==> src/rtl/riscv_ctrl_pkg.sv <==
// Shared encodings for the multi-cycle RISC-V control path: FSM states, opcodes
// and the select/operation codes driven onto the datapath.
package riscv_ctrl_pkg;

  typedef enum logic [3:0] {
    s_fetch,
    s_decode,
    s_memadr,
    s_memread,
    s_memwb,
    s_memwrite,
    s_executer,
    s_executei,
    s_aluwb,
    s_jal,
    s_jalr1,
    s_jalr2,
    s_branch,
    s_lui
  } state_t;

  localparam logic [6:0] OP_R      = 7'b0110011;
  localparam logic [6:0] OP_I      = 7'b0010011;
  localparam logic [6:0] OP_LW     = 7'b0000011;
  localparam logic [6:0] OP_SW     = 7'b0100011;
  localparam logic [6:0] OP_BRANCH = 7'b1100011;
  localparam logic [6:0] OP_JAL    = 7'b1101111;
  localparam logic [6:0] OP_JALR   = 7'b1100111;
  localparam logic [6:0] OP_LUI    = 7'b0110111;

  localparam logic [1:0] ALUOP_ADD   = 2'b00;
  localparam logic [1:0] ALUOP_SUB   = 2'b01;
  localparam logic [1:0] ALUOP_FUNCT = 2'b10;

  localparam logic [2:0] ALU_ADD = 3'b000;
  localparam logic [2:0] ALU_SUB = 3'b001;
  localparam logic [2:0] ALU_AND = 3'b010;
  localparam logic [2:0] ALU_OR  = 3'b011;
  localparam logic [2:0] ALU_SLT = 3'b101;

  localparam logic [2:0] IMM_I = 3'b000;
  localparam logic [2:0] IMM_S = 3'b001;
  localparam logic [2:0] IMM_B = 3'b010;
  localparam logic [2:0] IMM_J = 3'b011;
  localparam logic [2:0] IMM_U = 3'b100;

  localparam logic [1:0] RES_ALUOUT    = 2'b00;
  localparam logic [1:0] RES_DATA      = 2'b01;
  localparam logic [1:0] RES_ALURESULT = 2'b10;
  localparam logic [1:0] RES_IMMEXT    = 2'b11;

  localparam logic [1:0] SRCA_PC    = 2'b00;
  localparam logic [1:0] SRCA_OLDPC = 2'b01;
  localparam logic [1:0] SRCA_REGA  = 2'b10;

  localparam logic [1:0] SRCB_REGB  = 2'b00;
  localparam logic [1:0] SRCB_IMM   = 2'b01;
  localparam logic [1:0] SRCB_FOUR  = 2'b10;

  // Immediate format depends only on the opcode; illegal opcodes fall back to I.
  function automatic logic [2:0] imm_src_of(input logic [6:0] op);
    case (op)
      OP_LW, OP_I, OP_JALR: imm_src_of = IMM_I;
      OP_SW:                imm_src_of = IMM_S;
      OP_BRANCH:            imm_src_of = IMM_B;
      OP_JAL:               imm_src_of = IMM_J;
      OP_LUI:               imm_src_of = IMM_U;
      default:              imm_src_of = IMM_I;
    endcase
  endfunction

endpackage

==> src/rtl/alu_decoder.sv <==
// Combinational ALU operation decode; shared with the single-cycle control path.
// opb5 separates R-type (sub allowed) from I-type ALU ops (always add on funct3 000).
module alu_decoder
  import riscv_ctrl_pkg::*;
(
  input  logic [1:0] aluop,
  input  logic [2:0] funct3,
  input  logic       funct7b5,
  input  logic       opb5,
  output logic [2:0] alucontrol
);

  always_comb begin
    alucontrol = ALU_ADD;
    case (aluop)
      ALUOP_ADD: alucontrol = ALU_ADD;
      ALUOP_SUB: alucontrol = ALU_SUB;
      ALUOP_FUNCT: begin
        case (funct3)
          3'b000:  alucontrol = (opb5 && funct7b5) ? ALU_SUB : ALU_ADD;
          3'b111:  alucontrol = ALU_AND;
          3'b110:  alucontrol = ALU_OR;
          3'b010:  alucontrol = ALU_SLT;
          default: alucontrol = ALU_ADD;
        endcase
      end
      default: alucontrol = ALU_ADD;
    endcase
  end

endmodule

==> src/rtl/multicycle_controller.sv <==
// Moore control FSM for a shared-memory, single-ALU multi-cycle RISC-V datapath.
// Only PCWrite looks at the current-cycle branch condition.
module multicycle_controller
  import riscv_ctrl_pkg::*;
(
  input  logic       clk,
  input  logic       rst,
  input  logic [6:0] opcode,
  input  logic [2:0] funct3,
  input  logic [6:0] funct7,
  input  logic       zero,
  input  logic       lt,
  output logic       PCWrite,
  output logic       AdrSrc,
  output logic       MemWrite,
  output logic       IRWrite,
  output logic [1:0] ResultSrc,
  output logic [1:0] ALUSrcA,
  output logic [1:0] ALUSrcB,
  output logic [2:0] ImmSrc,
  output logic [2:0] ALUControl,
  output logic       RegWrite
);

  state_t     state, next_state;
  logic [1:0] aluop;
  logic       pcupdate;
  logic       branch;
  logic       taken;
  logic       unused_funct7;

  assign unused_funct7 = ^{funct7[6], funct7[4:0]};

  always_ff @(posedge clk) begin
    if (rst) state <= s_fetch;
    else     state <= next_state;
  end

  always_comb begin
    taken = 1'b0;
    case (funct3)
      3'b000:  taken = zero;
      3'b001:  taken = !zero;
      3'b100:  taken = lt;
      3'b101:  taken = !lt;
      default: taken = 1'b0;
    endcase
  end

  assign ImmSrc = imm_src_of(opcode);

  always_comb begin
    next_state = s_fetch;
    pcupdate   = 1'b0;
    branch     = 1'b0;
    aluop      = ALUOP_ADD;
    IRWrite    = 1'b0;
    MemWrite   = 1'b0;
    RegWrite   = 1'b0;
    AdrSrc     = 1'b0;
    ResultSrc  = RES_ALUOUT;
    ALUSrcA    = SRCA_PC;
    ALUSrcB    = SRCB_REGB;
    case (state)
      s_fetch: begin
        IRWrite    = 1'b1;
        ALUSrcB    = SRCB_FOUR;
        ResultSrc  = RES_ALURESULT;
        pcupdate   = 1'b1;
        next_state = s_decode;
      end
      s_decode: begin
        ALUSrcA = SRCA_OLDPC;
        ALUSrcB = SRCB_IMM;
        case (opcode)
          OP_LW, OP_SW: next_state = s_memadr;
          OP_R:         next_state = s_executer;
          OP_I:         next_state = s_executei;
          OP_JAL:       next_state = s_jal;
          OP_JALR:      next_state = s_jalr1;
          OP_BRANCH:    next_state = s_branch;
          OP_LUI:       next_state = s_lui;
          default:      next_state = s_fetch;
        endcase
      end
      s_memadr: begin
        ALUSrcA    = SRCA_REGA;
        ALUSrcB    = SRCB_IMM;
        next_state = (opcode == OP_LW) ? s_memread : s_memwrite;
      end
      s_memread: begin
        AdrSrc     = 1'b1;
        next_state = s_memwb;
      end
      s_memwb: begin
        ResultSrc  = RES_DATA;
        RegWrite   = 1'b1;
        next_state = s_fetch;
      end
      s_memwrite: begin
        AdrSrc     = 1'b1;
        MemWrite   = 1'b1;
        next_state = s_fetch;
      end
      s_executer: begin
        ALUSrcA    = SRCA_REGA;
        aluop      = ALUOP_FUNCT;
        next_state = s_aluwb;
      end
      s_executei: begin
        ALUSrcA    = SRCA_REGA;
        ALUSrcB    = SRCB_IMM;
        aluop      = ALUOP_FUNCT;
        next_state = s_aluwb;
      end
      s_aluwb: begin
        RegWrite   = 1'b1;
        ResultSrc  = RES_ALUOUT;
        next_state = s_fetch;
      end
      s_jal, s_jalr2: begin
        ALUSrcA    = SRCA_OLDPC;
        ALUSrcB    = SRCB_FOUR;
        pcupdate   = 1'b1;
        next_state = s_aluwb;
      end
      s_jalr1: begin
        ALUSrcA    = SRCA_REGA;
        ALUSrcB    = SRCB_IMM;
        next_state = s_jalr2;
      end
      s_branch: begin
        ALUSrcA    = SRCA_REGA;
        aluop      = ALUOP_SUB;
        branch     = 1'b1;
        next_state = s_fetch;
      end
      s_lui: begin
        ResultSrc  = RES_IMMEXT;
        RegWrite   = 1'b1;
        next_state = s_fetch;
      end
      default: next_state = s_fetch;
    endcase

    PCWrite = pcupdate | (branch & taken);

    // Reset silences every write and parks the selects at their fetch values.
    if (rst) begin
      PCWrite   = 1'b0;
      IRWrite   = 1'b0;
      MemWrite  = 1'b0;
      RegWrite  = 1'b0;
      AdrSrc    = 1'b0;
      ALUSrcA   = SRCA_PC;
      ALUSrcB   = SRCB_FOUR;
      ResultSrc = RES_ALURESULT;
      aluop     = ALUOP_ADD;
    end
  end

  alu_decoder u_alu_decoder (
    .aluop      (aluop),
    .funct3     (funct3),
    .funct7b5   (funct7[5]),
    .opb5       (opcode[5]),
    .alucontrol (ALUControl)
  );

endmodule

==> config.mk <==
export PLATFORM = sky130hd
export DESIGN_NAME = multicycle_controller
export DESIGN_NICKNAME = d
export VERILOG_FILES = /design/src/rtl/riscv_ctrl_pkg.sv /design/src/rtl/alu_decoder.sv /design/src/rtl/multicycle_controller.sv
export SDC_FILE = /design/constraint.sdc
export NUM_CORES = 1
export LEC_CHECK = 0
export CORE_MARGIN = 1.5
export CORE_UTILIZATION = 40
export CTS_BUF_LIST = sky130_fd_sc_hd__clkbuf_8
export DETAILED_ROUTE_END_ITERATION = 8
export GPL_TIMING_DRIVEN = 1
export HOLD_SLACK_MARGIN = 0.08
export PLACE_DENSITY = 0.85
export SLEW_MARGIN = 5
export SYNTH_ARGS = -nofsm -noshare
export SYNTH_HDL_FRONTEND = slang
export SYNTH_SLANG_ARGS = --single-unit
==> constraint.sdc <==
create_clock -name clk -period 3 [get_ports clk]
set_input_delay 0.6 -clock clk [delete_from_list [all_inputs] [get_ports clk]]
set_output_delay 0.6 -clock clk [all_outputs]
set_load 0.02 [all_outputs]
==> impl_metrics.toml <==
[pwr]
cellLeakagePower_nw = 0.455
power_density_nw_per_um2 = 245
peakVddDrop_mv = 0.394

[yosys]
ys_types = 40
yosysSeqAreaShare = 0.117
syn-num-nets = 126
synth_area_leaders = "dfxtp_1 12%, a21oi_1 8.0%, nor3_1 5.8%, inv_1 4.4%, nand2_1 3.8%"
synth.cell_area_um2 = 686
synth.avg_cell_area_um2 = 6.66
netlist.top_cell.by_area = "dfxtp_1"
ys_async_sr_fraction = 0
synth_edf_count = 0
synthCells = 103
synthTopCellsByCount = "11 x a21oi_1, 8 x inv_1, 8 x nor3_1"
yosysWarnings = 0
yosys.area.top_type_share = 0.117
synth_flop_cell = "dfxtp_1"
synthMostInstantiatedCell = "a21oi_1"
synth-seq-cells = 4

[floorplan]
core_area_um2 = 1560
die-area_um2 = 1970
core.rowCount = 14
die_x_um = 44.4
die_h_um = 44.4
start_util = 0.440
io_pins = 38

[critical_path]
cp-start-kind = "input port"
crit_required_ps = 2400
path_class = "input port to primary output"
regToRegStartpoint = "state[1]"
crit_arrival_ps = 2270
r2r_end = "state[2]"
path_delay_family = "simple AND/OR/NAND/NOR gates"
worst-path-max-fanout = 2
crit_path_top_delay_cell = "or3b_2"
endpoint_kind = "primary output"
slowest_delay_ps = 490
path_buf_inv = 3
r2r_setup_slack_ps = 1480
r2r.worst_path.cells = 5
crit_chain = "clkdlybuf4s50_1 > or3b_2 > inv_1 > ha_1 > nor4_1 > buf_2"

[routing]
drc = 2
via_per_inst = 5.61
wl_mm = 1.95
routed-via-count = 870
drt_iter0_markers = 17
first_pass_iters = 6
ant_nets = 0
wl_per_cell_um = 12.6

[timing]
slew_headroom = 0.698
hold_viol = 0
fmaxAchievable_ghz = 0.349
setup_ws_ps = 134
clock_skew_ps = 1.09
final_max_slew_viol_count = 0
worstMarginPinSlew_ps = 446
fin_crit_ps = 2870
grt_setup_unrepaired = "false"
setup_violations = 0
fin_crit_sh = 0.955

[cells_and_area]
final_util = 0.697
diodes = 0
largest_register_ffs = 4
reg_top3 = "state x4"
drive_gt1_frac = 0.137
final_area_um2 = 1090
area_delta_synth_final_pct = 58.4
largest_register = "state"
final_nets = 164
fin_cells = 155

[global_routing]
grt_max_degree = 15
grt_pass1_vias = 776
overflow = 0
grt_pass1_wl_mm = 3.19
antenna_found_initial = 0
grt_usage = 0.209

[cts]
cts_max_level = 1
cts_max_path_buffers = 2
hold_buffers = 0
cts-root-buf = "clkbuf_8"
cts_sinks = 4
cts_resized = 7
clk_latency_ps = 210
post_cts_buffers = 0
clk_pin_slew_ps = 30
cts_made_buffers = 3
cts_tree = "built"

[min_path]
hp-start = "state[1]"
min_path_type = "register to register"
min_path_cells = 2
worstHoldEndpoint = "state[0]"

[place]
place.gp.congestion = 0.836
hpwlAfterDp_mm = 1.55
post-place-ws_ps = -330
portBuffers = 31
place_area_um2 = 1050
dpl.cell_count = 152

[outcome]
status = "finished with violations"
violations = "design-rule violations"

[run]
maxCapViolCount = 0
==> layout make-up <==
| cell class | instances | area [um2] |
|---|---|---|
| fill | 141 | 473 |
| clock buffer | 3 | 41.3 |
| sequential | 4 | 80.1 |
| tap | 16 | 20.0 |
| inverter | 8 | 30.0 |
| timing repair buffer | 41 | 379 |
| multi-input combinational | 83 | 536 |
==> report_power, final <==
group	switching [W]	internal, W	total, W
logic	0.0000489	0.0000507	0.0000996
registers	0.000000986	0.0000550	0.0000560
clock network	0.0000251	0.0000853	0.000110
total	0.0000750	0.000191	0.000266
==> cells by family after synthesis <==
kind of cell    after synthesis  synth area share
mux                           2            0.0292
xor+xnor                      5            0.0639
simple gates                 46             0.389
compound gates               28             0.263
flops                         4             0.117
buf+inv                      16             0.102
fa+ha+maj                     2            0.0365
==> worst min-delay path: stages, from the launching register on <==
cell and delay [ps]:
dfxtp_1 360, buf_4 150, a211oi_1 70
==> worst max-delay path by stage <==
stage                         from       endpoint  slack [ps]  depth (start not counted)
after floorplan           state[3]  ALUControl[2]         300                          7
after global placement         rst  ALUControl[2]        -310                          6
after detailed placement       rst  ALUControl[2]        -330                          6
after CTS                      rst  ALUControl[2]          20                          6
after global routing           rst  ALUControl[0]          40                          7
final                          rst  ALUControl[2]         130                          6
==> placed cells by master (no fill, tap or decap), types with 2 or more instances in the layout <==
cell	count
clkdlybuf4s50_1	26
a21oi_1	11
buf_4	10
nor3_1	8
inv_1	8
nand2_1	7
nor2_1	7
nand2b_1	4
o21ai_0	4
dfxtp_1	4
nor4_1	3
xor2_1	3
clkbuf_8	3
dlygate4sd2_1	3
a211oi_1	2
and3_1	2
o21bai_1	2
nand3_1	2
nor4b_1	2
mux2i_1	2
or3_1	2
xnor2_1	2
nand3b_1	2
ha_1	2
==> per-stage QoR <==
stage / power, W / setup TNS, ps / hold slack (ps)
6_report: 0.000266 / 0 / 628
5_1_grt: 0.000282 / 0 / 660
4_1_cts: 0.000269 / 0 / 627
3_5_place_dp: 0.000157 / -601 / 627
3_3_place_gp: 0.000153 / -484 / 594
2_1_floorplan: 0.000107 / 0 / 591
==> routing by layer <==
| layer | up-vias | GRT usage | part of all wire |
|---|---|---|---|
| li1 | 446 | - | - |
| met5 | - | 0 | 0 |
| met2 | 24 | 0.356 | 0.50 |
| met4 | 0 | 0.0121 | 0 |
| met1 | 400 | 0.280 | 0.46 |
| met3 | 0 | 0.0490 | 0.043 |
(Power assumes the default switching activity.)
